`src/rtl/ns_resolve_pkg.sv`:
```
// Shared types for the namespace-aware symbol table sequencer.
// Names are stored zero-extended to NAME_MAX_W so entry_t stays a fixed-width packed struct.
package ns_resolve_pkg;

  localparam int NAME_MAX_W = 32;
  localparam logic [NAME_MAX_W-1:0] FLUSH_NAME = '1;

  typedef enum logic [1:0] {
    OP_LOOKUP     = 2'd0,
    OP_INS_LOCAL  = 2'd1,
    OP_INS_IMPORT = 2'd2,
    OP_INS_WILD   = 2'd3
  } op_e;

  typedef enum logic [1:0] {
    ORG_LOCAL    = 2'd0,
    ORG_IMPORT   = 2'd1,
    ORG_WILD     = 2'd2,
    ORG_PROMOTED = 2'd3
  } origin_e;

  typedef enum logic [2:0] {
    RC_OK       = 3'd0,
    RC_HIT      = 3'd1,
    RC_MISS     = 3'd2,
    RC_CONFLICT = 3'd3,
    RC_DUP      = 3'd4,
    RC_FULL     = 3'd5
  } code_e;

  typedef enum logic {
    NS_VALUE = 1'b0,
    NS_TYPE  = 1'b1
  } ns_e;

  typedef struct packed {
    logic                  vld;
    ns_e                   ns;
    logic [NAME_MAX_W-1:0] name;
    origin_e               origin;
  } entry_t;

endpackage

```
`src/rtl/rr_arb2.sv`:
```
// Two-requester round-robin arbiter; the last granted requester gets lowest priority.
// Reset leaves the pointer favouring requester 0.
module rr_arb2 (
  input  logic       clk,
  input  logic       rst,
  input  logic       en_i,
  input  logic [1:0] req_i,
  output logic [1:0] gnt_o
);

  logic last_q, last_d;

  always_comb begin
    gnt_o  = 2'b00;
    last_d = last_q;
    if (en_i) begin
      if (last_q) begin
        gnt_o = req_i[0] ? 2'b01 : {req_i[1], 1'b0};
      end else begin
        gnt_o = req_i[1] ? 2'b10 : {1'b0, req_i[0]};
      end
    end
    if (gnt_o[1]) begin
      last_d = 1'b1;
    end else if (gnt_o[0]) begin
      last_d = 1'b0;
    end
  end

  always_ff @(posedge clk or posedge rst) begin
    if (rst) begin
      last_q <= 1'b1;
    end else begin
      last_q <= last_d;
    end
  end

endmodule

```
`src/rtl/ns_resolve_ctrl.sv`:
```
// Serialises insert/lookup/flush requests from two walkers onto one symbol table,
// scanning every entry per request and applying per-namespace import/conflict rules.
module ns_resolve_ctrl
  import ns_resolve_pkg::*;
#(
  parameter int DEPTH  = 8,
  parameter int NAME_W = 16
) (
  input  logic                       clk,
  input  logic                       rst,
  input  logic [1:0]                 req_valid,
  output logic [1:0]                 req_ready,
  input  logic [1:0][1:0]            req_op,
  input  logic [1:0]                 req_ns,
  input  logic [1:0][NAME_W-1:0]     req_name,
  output logic                       rsp_valid,
  input  logic                       rsp_ready,
  output logic                       rsp_id,
  output logic [2:0]                 rsp_code,
  output logic [$clog2(DEPTH)-1:0]   rsp_idx,
  output logic [1:0]                 rsp_origin
);

  localparam int IDX_W = $clog2(DEPTH);
  localparam logic [NAME_MAX_W-1:0] FLUSH_KEY = NAME_MAX_W'(FLUSH_NAME[NAME_W-1:0]);

  typedef enum logic [1:0] {S_IDLE, S_SCAN, S_COMMIT, S_RESP} state_e;

  state_e                state_q, state_d;
  entry_t                tbl_q [DEPTH];
  logic                  arb_en, hs, gsel;
  logic [1:0]            gnt;

  logic                  lat_id_q;
  op_e                   lat_op_q;
  ns_e                   lat_ns_q;
  logic [NAME_MAX_W-1:0] lat_name_q;

  logic [IDX_W-1:0]      scan_idx_q;
  logic                  scan_last, scan_hit;
  logic                  match_q, free_q;
  logic [IDX_W-1:0]      match_idx_q, free_idx_q;

  logic                  c_flush, c_wr;
  logic [IDX_W-1:0]      c_wr_idx, c_idx;
  origin_e               c_wr_org, c_org, m_org;
  code_e                 c_code;

  logic                  rsp_id_q;
  code_e                 rsp_code_q;
  logic [IDX_W-1:0]      rsp_idx_q;
  origin_e               rsp_org_q;

  // Gated by rst so nothing is accepted while the block is held in reset.
  assign arb_en = (state_q == S_IDLE) && !rst;
  assign hs     = |gnt;
  assign gsel   = gnt[1];

  rr_arb2 u_arb (
    .clk   (clk),
    .rst   (rst),
    .en_i  (arb_en),
    .req_i (req_valid),
    .gnt_o (gnt)
  );

  assign req_ready = gnt;

  always_comb begin
    state_d = state_q;
    case (state_q)
      S_IDLE:   if (hs) state_d = S_SCAN;
      S_SCAN:   if (scan_last) state_d = S_COMMIT;
      S_COMMIT: state_d = S_RESP;
      S_RESP:   if (rsp_ready) state_d = S_IDLE;
      default:  state_d = S_IDLE;
    endcase
  end

  always_ff @(posedge clk or posedge rst) begin
    if (rst) begin
      state_q <= S_IDLE;
    end else begin
      state_q <= state_d;
    end
  end

  assign scan_last = (scan_idx_q == IDX_W'(DEPTH - 1));
  assign scan_hit  = tbl_q[scan_idx_q].vld && (tbl_q[scan_idx_q].ns == lat_ns_q) &&
                     (tbl_q[scan_idx_q].name == lat_name_q);

  always_ff @(posedge clk or posedge rst) begin
    if (rst) begin
      lat_id_q    <= 1'b0;
      lat_op_q    <= OP_LOOKUP;
      lat_ns_q    <= NS_VALUE;
      lat_name_q  <= '0;
      scan_idx_q  <= '0;
      match_q     <= 1'b0;
      match_idx_q <= '0;
      free_q      <= 1'b0;
      free_idx_q  <= '0;
    end else if (hs) begin
      lat_id_q    <= gsel;
      lat_op_q    <= op_e'(req_op[gsel]);
      lat_ns_q    <= ns_e'(req_ns[gsel]);
      lat_name_q  <= NAME_MAX_W'(req_name[gsel]);
      scan_idx_q  <= '0;
      match_q     <= 1'b0;
      free_q      <= 1'b0;
    end else if (state_q == S_SCAN) begin
      scan_idx_q <= scan_idx_q + IDX_W'(1);
      if (!match_q && scan_hit) begin
        match_q     <= 1'b1;
        match_idx_q <= scan_idx_q;
      end
      if (!free_q && !tbl_q[scan_idx_q].vld) begin
        free_q     <= 1'b1;
        free_idx_q <= scan_idx_q;
      end
    end
  end

  assign m_org = tbl_q[match_idx_q].origin;

  always_comb begin
    c_flush  = 1'b0;
    c_wr     = 1'b0;
    c_wr_idx = match_idx_q;
    c_wr_org = m_org;
    c_code   = RC_OK;
    c_idx    = '0;
    c_org    = ORG_LOCAL;
    if (lat_op_q == OP_INS_WILD && lat_name_q == FLUSH_KEY) begin
      c_flush = 1'b1;
    end else if (match_q) begin
      c_idx = match_idx_q;
      case (lat_op_q)
        OP_LOOKUP: begin
          c_code = RC_HIT;
          if (m_org == ORG_WILD) begin
            c_wr     = 1'b1;
            c_wr_org = ORG_PROMOTED;
          end
        end
        OP_INS_LOCAL: begin
          if (m_org == ORG_WILD) begin
            c_wr     = 1'b1;
            c_wr_org = ORG_LOCAL;
          end else if (m_org == ORG_LOCAL) begin
            c_code = RC_DUP;
          end else begin
            c_code = RC_CONFLICT;
          end
        end
        OP_INS_IMPORT: begin
          if (m_org == ORG_LOCAL) begin
            c_code = RC_CONFLICT;
          end else if (m_org == ORG_WILD) begin
            c_wr     = 1'b1;
            c_wr_org = ORG_PROMOTED;
          end
        end
        default: begin
          if (m_org == ORG_WILD) c_code = RC_DUP;
        end
      endcase
      c_org = c_wr_org;
    end else if (lat_op_q == OP_LOOKUP) begin
      c_code = RC_MISS;
    end else if (free_q) begin
      c_wr     = 1'b1;
      c_wr_idx = free_idx_q;
      c_idx    = free_idx_q;
      case (lat_op_q)
        OP_INS_LOCAL:  c_wr_org = ORG_LOCAL;
        OP_INS_IMPORT: c_wr_org = ORG_IMPORT;
        default:       c_wr_org = ORG_WILD;
      endcase
      c_org = c_wr_org;
    end else begin
      c_code = RC_FULL;
    end
  end

  always_ff @(posedge clk or posedge rst) begin
    if (rst) begin
      for (int i = 0; i < DEPTH; i++) begin
        tbl_q[i] <= '0;
      end
    end else if (state_q == S_COMMIT) begin
      if (c_flush) begin
        for (int i = 0; i < DEPTH; i++) begin
          tbl_q[i].vld <= 1'b0;
        end
      end else if (c_wr) begin
        tbl_q[c_wr_idx] <= '{vld: 1'b1, ns: lat_ns_q, name: lat_name_q, origin: c_wr_org};
      end
    end
  end

  always_ff @(posedge clk or posedge rst) begin
    if (rst) begin
      rsp_id_q   <= 1'b0;
      rsp_code_q <= RC_OK;
      rsp_idx_q  <= '0;
      rsp_org_q  <= ORG_LOCAL;
    end else if (state_q == S_COMMIT) begin
      rsp_id_q   <= lat_id_q;
      rsp_code_q <= c_code;
      rsp_idx_q  <= c_idx;
      rsp_org_q  <= c_org;
    end
  end

  assign rsp_valid  = (state_q == S_RESP);
  assign rsp_id     = rsp_id_q;
  assign rsp_code   = rsp_code_q;
  assign rsp_idx    = rsp_idx_q;
  assign rsp_origin = rsp_org_q;

endmodule

```
`config.mk`:
```
export PLATFORM = sky130hd
export DESIGN_NAME = ns_resolve_ctrl
export DESIGN_NICKNAME = d
export VERILOG_FILES = /design/src/rtl/ns_resolve_pkg.sv /design/src/rtl/rr_arb2.sv /design/src/rtl/ns_resolve_ctrl.sv
export SDC_FILE = /design/constraint.sdc
export NUM_CORES = 1
export LEC_CHECK = 0
export BUFFER_PORTS_ARGS = -buffer_cell sky130_fd_sc_hd__buf_2
export CAP_MARGIN = 0
export CORE_MARGIN = 5
export CORE_UTILIZATION = 47
export DETAILED_ROUTE_END_ITERATION = 10
export SLEW_MARGIN = 30
export SYNTH_ARGS = -nofsm -noshare
export SYNTH_HDL_FRONTEND = slang
export SYNTH_HIERARCHICAL = 1
export SYNTH_SLANG_ARGS = --single-unit
export TNS_END_PERCENT = 5
```
`constraint.sdc`:
```
create_clock -name clk -period 18.4 [get_ports clk]
set_clock_uncertainty 0.15 [all_clocks]
set_input_delay 2.76 -clock clk [delete_from_list [all_inputs] [get_ports clk]]
set_output_delay 2.76 -clock clk [all_outputs]
set_load 0.02 [all_outputs]
```
---- Word level (Yosys, flattened, before mapping) ----
Cells that the tools add are included.
storage, ports and cells
  input port bits ......................... 43
  flip-flop bits (word level) ............. 331
  logic and storage cells ................. 180
  output and inout port bits .............. 12
cells by class
  bitwise gates (word level) .............. 5
  add/sub/neg operators ................... 1
  muxes and demuxes ....................... 80
  reduce and logical (&&, ||, !) cells .... 28
  order comparisons ....................... 5
  eq/ne operators ......................... 14
operator list
  kind                                                      number
  bitwise mux 288 bit                                       1
  2-to-1 mux 288 bit                                        1
  binary-select mux 36 bit (select 3 bit)                   2
  demux 36 bit (select 3 bit)                               1
  2-to-1 mux 36 bit                                         3
  2-to-1 mux 3 bit                                          17
  2-to-1 mux 2 bit                                          23
  equality test 32 x 16 -> 1 bit                            1
  2-to-1 mux 16 bit                                         2
  2-to-1 mux 1 bit                                          25
  equality test 16 bit, second input constant               1
  greater-or-equal comparator 4 bit, second input constant  3
  NOT 3 -> 4 bit                                            3
  AND reduction 3 bit                                       4
  equality test 2 bit, second input constant                5
  nonzero test 2 bit                                        5
  case mux 3 bit (3 select lines)                           1
  case mux 2 bit (4 select lines)                           1
  logical AND 1 bit                                         7
  zero test 2 bit                                           3
  case mux 2 bit (3 select lines)                           1
  AND reduction 2 bit                                       3
  equality test 2 x 1 -> 1 bit, second input constant       2
  zero test 1 bit                                           4
  other kinds (11)                                          14

---- Longest topological paths before layout ----
Gate-level depths: netlist of the first run.
  word-level depth ........................ 13
  depth in mapped cells ................... 13
  gate-level depth less buffers ........... 11

---- Modules after synthesis ----
The synthesis of the first run kept the hierarchy.
modules (own cells, without submodules)
  module           cells an instance  seq. area each (sq um)  times used  area each (sq um)
  ns_resolve_ctrl  709                5054.8                  1           9778.1
  rr_arb2          10                 26.3                    1           73.8

---- Worst setup path before layout of the first run ----
No wires, ideal clock.
  path kind ............................... in2out
  from .................................... input port rst
  to ...................................... output port req_ready[0]
  required time ........................... 15490 ps
  cell stages on the path ................. 3
  arrival time ............................ 3344 ps
  path slack .............................. 12146 ps
  path buffers ............................ 0
  path through ............................ nor2b_1 > nand2_1 > a21oi_1
on the way
  cells in the longest elaborated chain, start to end .. 3
RTL lines
  what                              line                   source
  start, declared                   ns_resolve_ctrl.sv:10  input logic rst,
  zero test 1 bit (no source line)  --
  logical AND 1 bit                 ns_resolve_ctrl.sv:55  assign arb_en = (state_q == S_IDLE) && !rst;
  2-to-1 mux 2 bit                  rr_arb2.sv:16          if (en_i) begin
  end, declared                     ns_resolve_ctrl.sv:12  output logic [1:0] req_ready,
No other way between the ends.

---- Worst setup path after layout of the first run ----
  from .................................... input port rst
  to ...................................... output port req_ready[1]
on the way
  cells in the longest elaborated chain, start to end .. 3
RTL lines
  what                              line                   source
  zero test 1 bit (no source line)  --
  logical AND 1 bit                 ns_resolve_ctrl.sv:55
  net arb_en                        ns_resolve_ctrl.sv:31  logic arb_en, hs, gsel;
  2-to-1 mux 2 bit                  rr_arb2.sv:16
The timed path passes the listed nets, and every way through them passes these cells.

==> run summary, run 1 <==
Outcome - finished, final reports clean
Syn_area_per_cell - 13.7 sq um
Drt first-iter violations - 397
Diodes inserted - 0
Hold/Removal Path Class - reg2reg
Area fraction of the dominant cell type after synthesis - 0.513
Startpoint kind of the worst setup timing path - input port
Post-CTS setup buffer count - 0
Average wire per cell in the routed design - 20.9 microns
CP max stage delay - 0.18 ns
Number of violations of the max-capacitance limit - 0
DIE HEIGHT - 155 microns
Critical Path, Cell by Cell - buf_2 > nor2b_1 > nand2_1 > a21oi_4 > buf_2
Number of I/O port buffers - 54
Placement row count - 53
Syn-to-layout area delta - 11.5%
Most frequent standard cell in the layout excluding fill and tap cells - dfrtp_1
Number of placed instances, taps included - 1004
Initial standard-cell utilization of the core - 0.473
Layout cell share with drive strength beyond 1 - 0.413
Number of primary I/O pins - 55
Deepest level of the CTS H-tree - 1
Dominant synthesized flop cell - dfrtp_1
Most area-consuming cells after synthesis - dfrtp_1 (51%), mux2_2 (17%), mux4_2 (9.1%), mux2i_1 (4.5%), ha_1 (1.5%)
Number of remaining DRC errors - 0
Leading cell types in the layout, fill and taps excluded - dfrtp_1 (201), mux2_2 (153), buf_2 (54)
Worst Hold Launch - lat_id_q
Unrepaired setup endpoints after global routing - false
Total global routing track utilization - 0.187
P_leak - 5.07 nW
Grt ovf - 0
Async set or reset register ratio after synthesis - 1.00
Fin. Hold Viols - 0
Worst supply voltage drop on vdd - 0.0000576 V
Synthesis-stage register bit count - 203
Pin count of the biggest net entering global routing - 121
Overall via count from detail_route - 5834
Filler cells - 1763
Initial antenna violation count - 0
Via-to-Cell Ratio - 5.60
Achievable frequency - 155 MHz
Arrival time at the worst endpoint - 3.55 ns
Capturing element type of the critical path - output port
Die boundary width - 155 microns
TritonCTS clock tree - built
Pin slew with the least headroom to its limit - 0.919 ns
Capture point of the worst reg-to-reg path - tbl_q[124]
Count of different cell masters after synthesis - 47
Vias in the first global route - 6443
Number of sinks handled by clock tree synthesis - 203
Total core area - 20800 sq um
Post-synthesis sequential area ratio - 0.516
Placer congestion estimate - 0.785
Largest area contributor in the netlist - dfrtp_1
Number of buffers created by CTS - 23
Final routed wirelength across all metal layers - 21800 microns
Post-Syn Nets - 774
Worst-case reg-to-reg path depth - 8
Ys Warns - 6
Number of optimization iterations in the first detailed-route pass - 4
Maximum number of buffers from clock root to sink - 3
Required time of the critical path - 15.49 ns
Fin crit period - 6.46 ns
R2r startpoint - lat_op_q[0]
Die ar. - 24000 sq um
Cell count after synthesis - 719
Area occupied by registers - 5080 sq um
Final std cells w/o fill - 1041
Most frequent cell on the critical path - buf_2
Final net count - 809
Power per unit of standard cell area - 147 nW/um^2
Clock Pin Slew Worst Setup and Hold Paths - 0.06 ns
Count of flip-flops with a built-in enable after synthesis - 0
Area taken by multi-input logic gates - 4450 sq um
Worst-path fanout max - 3
Number of setup violations in the final report - 0
Slowest library cell on the worst path - nor2b_1
Global-route wire length before repair - 35500 microns
Number of nets with antenna violations after routing - 0
Period Utilization, post-route - 0.351
Worst hold path cell count - 1
Cell area after synthesis - 9850 sq um
Post-detailed-placement half-perimeter wirelength - 13600 microns
Setup Crit Path Kind - in2out
Final max-slew violation count - 0
Total negative slack for setup checks - 0 ns
Number of gates resized after CTS - 0
Relative slew margins - 0.381
Worst-skew pair later-pin latency - 0.50 ns
Hold worst-path end - lat_id_q
Slack of the worst reg-to-reg path - 14.53 ns
Number of hold-repair buffers added at the cts stage - 0
Buffer type at the clock tree root - clkbuf_16
## cells by family (layout without fill, tap and decap cells)
| group | Yosys count | in the layout | share of synthesized area |
|---|---|---|---|
| AO/OA/AOI/OAI | 67 | 67 | 0.0411 |
| adder cells (fa/ha/maj) | 12 | 12 | 0.0152 |
| multiplexers | 247 | 247 | 0.326 |
| buffers and inverters | 75 | 122 | 0.0359 |
| AND/OR/NAND/NOR | 97 | 97 | 0.0497 |
| flip-flops | 203 | 203 | 0.516 |
| XOR/XNOR | 18 | 18 | 0.0160 |
## worst max path at each step
stage,slack [ns],startpoint,endpoint,cells after the start
after detailed placement,11.94,rst,req_ready[1],5
final,11.94,rst,req_ready[1],5
after CTS,11.93,rst,req_ready[1],5
after global routing,11.82,rst,req_ready[1],5
after global placement,11.98,rst,req_ready[1],5
after floorplan,9.98,rst,free_idx_q[0],1
## worst max-delay path: cells and delay by family
family,cells,cell delay [ns]
buffers and inverters,2,0.32
AO/OA/AOI/OAI,1,0.14
AND/OR/NAND/NOR,2,0.33
## sequential cells by signal (all words and copies together) (netlist names), 2 cells and up
signal and cells:
rsp_code 3, rsp_idx 3, lat_op_q 2, tbl_q 160
match_idx_q 3, lat_name_q 16, rsp_origin 2, state_q 2
free_idx_q 3, scan_idx_q 3
## power by group
part | leakage (nW) | internal, W | switching (W)
sequential | 2.73 | 0.000570 | 0.000118
combinational | 2.00 | 0.000261 | 0.000258
clock | 0.338 | 0.000243 | 0.000170
## layer usage
layer / GRT usage / share of wire / wire [microns]
met5: 0 / 0 / 0
met4: 0.0450 / 0.016 / 346
met3: 0.0274 / 0.037 / 800
met2: 0.322 / 0.52 / 11300
met1: 0.250 / 0.43 / 9290
## synth_stat cells, drive strengths merged (5+ instances only)
cell and n:
mux4 40, o21ai 28, nand3 5, nand2b 6, xnor2 11, xor2 7
o22ai 5, clkbuf 29, mux2i 44, mux2 163, buf 26, nand2 34
nor2 22, nor2b 5, dfrtp 202, inv 20, ha 12, nor3 9
nand4 6, a21oi 16
## per-stage QoR
step           hold WS [ns]   util  cell area, sq um  power, W  setup WS (ns)
2_1_floorplan         0.294      -              9850   0.00107           9.98
3_3_place_gp          0.304  0.495             10300   0.00119          11.98
3_5_place_dp          0.318  0.495             10300   0.00122          11.94
4_1_cts               0.332  0.527             11000   0.00164          11.93
5_1_grt               0.344  0.528             11000   0.00172          11.82
6_report              0.330  0.528             11000   0.00162          11.94
## final cells by class
cell class                      count  area share
Clock buffer                       32      0.0591
Clock inverter                      5     0.00228
Inverter                           20     0.00752
Multi-Input combinational cell    441       0.405
Sequential cell                   203       0.463
Tap cell                          275      0.0313
Timing Repair Buffer               65      0.0325
No activity file was read; power rests on OpenSTA's default activity.
==> run 2: changes to the inputs <==
--- a/config.mk
+++ b/config.mk
@@ -5,6 +5,7 @@
 export SDC_FILE = /design/constraint.sdc
 export NUM_CORES = 1
 export LEC_CHECK = 0
+export ABC_AREA = 1
 export BUFFER_PORTS_ARGS = -buffer_cell sky130_fd_sc_hd__buf_2
 export CAP_MARGIN = 0
 export CORE_MARGIN = 5
==> constraint.sdc (replaced) <==
create_clock -name clk -period 6.1 [get_ports clk]
set_clock_uncertainty 0.15 [all_clocks]
set_input_delay 0.915 -clock clk [delete_from_list [all_inputs] [get_ports clk]]
set_output_delay 0.915 -clock clk [all_outputs]
set_load 0.02 [all_outputs]
==> run summary, run 2 <==
Outcome - finished, final reports clean
Total negative slack for setup checks - 0 ns (unchanged)
Number of hold-repair buffers added at the cts stage - 0 (unchanged)
Cell count after synthesis - 1439 (+100%)
Average wire per cell in the routed design - 16.7 microns (-20%)
Startpoint kind of the worst setup timing path - flip-flop
Top-count cell post-synth - nand2_1
Post-detailed-placement half-perimeter wirelength - 17700 microns (+31%)
Most area-consuming cells after synthesis - dfrtp_1 (47%), nand2_1 (18%), inv_1 (6.1%), nand3_1 (4.9%), o21ai_0 (4.8%)
Syn-to-layout area delta - 9.23%
Number of violations of the max-capacitance limit - 0 (unchanged)
Slowest library cell on the worst path - nor2_4
Post-Syn Nets - 1494 (+93%)
Met2 Routed Length - 13200 microns (+16%)
Post-CTS setup buffer count - 0 (unchanged)
Logic depth of the worst setup path including buffers - 20 (+15)
Register bank with the most flops - tbl_q
Buffers plus inverters on the worst setup path - 5 (+3)
Global-route wire length before repair - 47700 microns (+34%)
Deepest level of the CTS H-tree - 1 (unchanged)
Achievable frequency - 243 MHz
R2r startpoint - state_q[0]
Largest registers - tbl_q x160, lat_name_q x16
Dominant synthesized flop cell - dfrtp_1
Maximum number of buffers from clock root to sink - 3 (unchanged)
Count of flip-flops with a built-in enable after synthesis - 0 (unchanged)
Cell area after synthesis - 10800 sq um (+9.2%)
Period Utilization, post-route - 0.674
Number of flip-flops under the largest register name - 160 (unchanged)
Filler cells - 2276 (+29%)
Critical Path, Cell by Cell - inv_1 > ha_1 > inv_1 > nor2_1 > nand2_1 > inv_1 > nand2_1 > inv_1 > nor2_4 > inv_1 > nor2_1 > nand2_1 > nor2_1 > nand2_1 > nor2_1 > nand2_1 > nor2_1 > nand3_1 > nand2_1 > nand2_1
Diodes inserted - 0 (unchanged)
CP max stage delay - 0.79 ns (+0.61 ns)
Fin crit period - 4.11 ns
Most frequent cell on the critical path - nand2_1
Placement row count - 55 (+3.8%)
Routed met1 length - 13800 microns (+49%)
Fin. Hold Viols - 0 (unchanged)
Buffer type at the clock tree root - clkbuf_16
Unrepaired setup endpoints after global routing - false
Most common library cells after synthesis - nand2_1 (511), dfrtp_1 (202), inv_1 (175)
Number of primary I/O pins - 55 (unchanged)
P_leak - 5.98 nW (+18%)
Required time of the critical path - 6.35 ns (-9.14 ns)
Number of gates resized after CTS - 0 (unchanged)
Leading cell types in the layout, fill and taps excluded - nand2_1 (511), dfrtp_1 (201), inv_1 (172)
End-of-flow core utilization - 0.521 (-0.00686)
Worst supply voltage drop on vdd - 0.000266 V (+360%)
TritonCTS clock tree - built
Area taken by multi-input logic gates - 4540 sq um (+2.1%)
Total core area - 22600 sq um (+8.4%)
Capturing element type of the critical path - flip-flop
Grt ovf - 0 (unchanged)
Worst-case reg-to-reg path depth - 20 (+12)
Most frequent standard cell in the layout excluding fill and tap cells - nand2_1
Final routed wirelength across all metal layers - 29100 microns (+34%)
Number of setup violations in the final report - 0 (unchanged)
Layout cell share with drive strength beyond 1 - 0.0925 (-0.320)
Slack of the worst reg-to-reg path - 1.99 ns (-12.54 ns)
Initial standard-cell utilization of the core - 0.477 (+0.00369)
Number of remaining DRC errors - 0 (unchanged)
Hold/Removal Path Class - in2async
Number of nets with antenna violations after routing - 0 (unchanged)
Final max-slew violation count - 0 (unchanged)
Syn_area_per_cell - 7.48 sq um (-45%)
Setup Crit Path Kind - reg2reg
Number of sinks handled by clock tree synthesis - 203 (unchanged)
Relative slew margins - 0.404 (+0.0230)
Pin slew with the least headroom to its limit - 0.895 ns (-0.0247 ns)
Post-synthesis sequential area ratio - 0.472 (-0.0436)
Clock Pin Slew Worst Setup and Hold Paths - 0.06 ns (about the same)
Worst-path fanout max - 33 (+30)
Final net count - 1500 (+85%)
Cell type group with the largest total delay on the critical path - simple AND/OR/NAND/NOR gates
Number of optimization iterations in the first detailed-route pass - 5 (+1)
Pin count of the biggest net entering global routing - 156 (+29%)
Top layer in use - met4
Area occupied by registers - 5080 sq um (unchanged)
Largest area contributor in the netlist - dfrtp_1
Synthesis-stage register bit count - 203 (unchanged)
Total global routing track utilization - 0.227 (+0.0406)
Ys Warns - 6 (unchanged)
Placer congestion estimate - 0.860 (+9.6%)
Worst-skew pair later-pin latency - 0.52 ns (+0.02 ns)
Via-to-Cell Ratio - 5.23 (-6.6%)
Number of buffers created by CTS - 24 (+4.3%)
Count of different cell masters after synthesis - 34 (-28%)
DIE HEIGHT - 161 microns (+4.2%)
Arrival time at the worst endpoint - 4.36 ns (+0.81 ns)
Die boundary width - 161 microns (+4.2%)
Vias in the first global route - 8740 (+36%)
Initial antenna violation count - 0 (unchanged)
Routed wl met3 - 1390 microns (+74%)
Capture point of the worst reg-to-reg path - match_idx_q[1]
Area fraction of the dominant cell type after synthesis - 0.470 (-0.0434)
Die ar. - 26000 sq um (+8.6%)
Drt first-iter violations - 626 (+58%)
Number of I/O port buffers - 54 (unchanged)
Power per unit of standard cell area - 470 nW/um^2 (+220%)
Async set or reset register ratio after synthesis - 1.00 (unchanged)
Overall via count from detail_route - 9134 (+57%)
-- run 2: cell count changes in the layout (fill, tap and decap cells not counted), moves of 44 or more --
cell	delta
nand2_1	+477
o21ai_0	+76
mux2_2	-153
nand3_1	+101
o21ai_1	+77
inv_1	+153
mux2i_1	-44
-- run 2: cells by family (layout without fill, tap and decap cells) --
logic type	Yosys count	in the layout	share of synthesized area
fa+ha+maj	12	12	0.0139
compound gates	250	250	0.123
simple gates	708	708	0.283
flops	203	203	0.472
buf+inv	266	287	0.107
-- run 2: stage by stage --
stage	setup WS (ns)	hold slack, ns	cell area (sq um)	std cells	power [W]
detailed placement	1.70	0.308	11000	1704	0.00420
CTS	2.01	0.254	11800	1745	0.00556
finish	1.99	0.275	11800	1745	0.00553
floorplan	2.42	0.287	10800	1439	0.00357
global route	1.54	0.276	11800	1745	0.00597
global placement	1.83	0.302	11000	1704	0.00418
-- run 2: worst register-to-register path, cell delays in order (launching register included) --
cell     delay, ns
dfrtp_1       0.37
inv_1         0.09
ha_1          0.22
inv_1         0.06
nor2_1        0.04
nand2_1       0.06
inv_1         0.04
nand2_1       0.06
inv_1         0.37
nor2_4        0.79
inv_1         0.43
nor2_1        0.36
nand2_1       0.09
nor2_1        0.12
nand2_1       0.05
nor2_1        0.09
nand2_1       0.05
nor2_1        0.21
nand3_1       0.18
nand2_1       0.10
nand2_1       0.05
-- run 2: worst max-delay path by stage --
stage	from	end	slack, ns
2_1_floorplan	rst	free_idx_q[0]	2.42
3_3_place_gp	rst	match_idx_q[0]	1.83
3_5_place_dp	rst	match_idx_q[1]	1.70
4_1_cts	state_q[0]	match_idx_q[1]	2.01
5_1_grt	state_q[0]	match_idx_q[0]	1.54
6_report	state_q[0]	match_idx_q[1]	1.99
-- run 2: layer usage --
metal  GRT usage  up-vias
met1       0.332     4331
li1            -     4547
met4      0.0640        0
met3      0.0276       41
met2       0.359      215
met5           0        -
-- run 2: cell type report --
type	instances	area share
Inverter	183	0.0587
Tap cell	285	0.0303
Multi-Input combinational cell	970	0.386
Sequential cell	203	0.432
Timing Repair Buffer	63	0.0301
Clock inverter	3	0.00255
Clock buffer	38	0.0598
-- run 2: power breakdown --
part           leakage (nW)  switching (W)  internal, W  total, W
clock                 0.357       0.000547     0.000786   0.00133
combinational          2.92        0.00149     0.000690   0.00218
sequential             2.71       0.000318      0.00169   0.00201
total                  5.98        0.00236      0.00317   0.00553
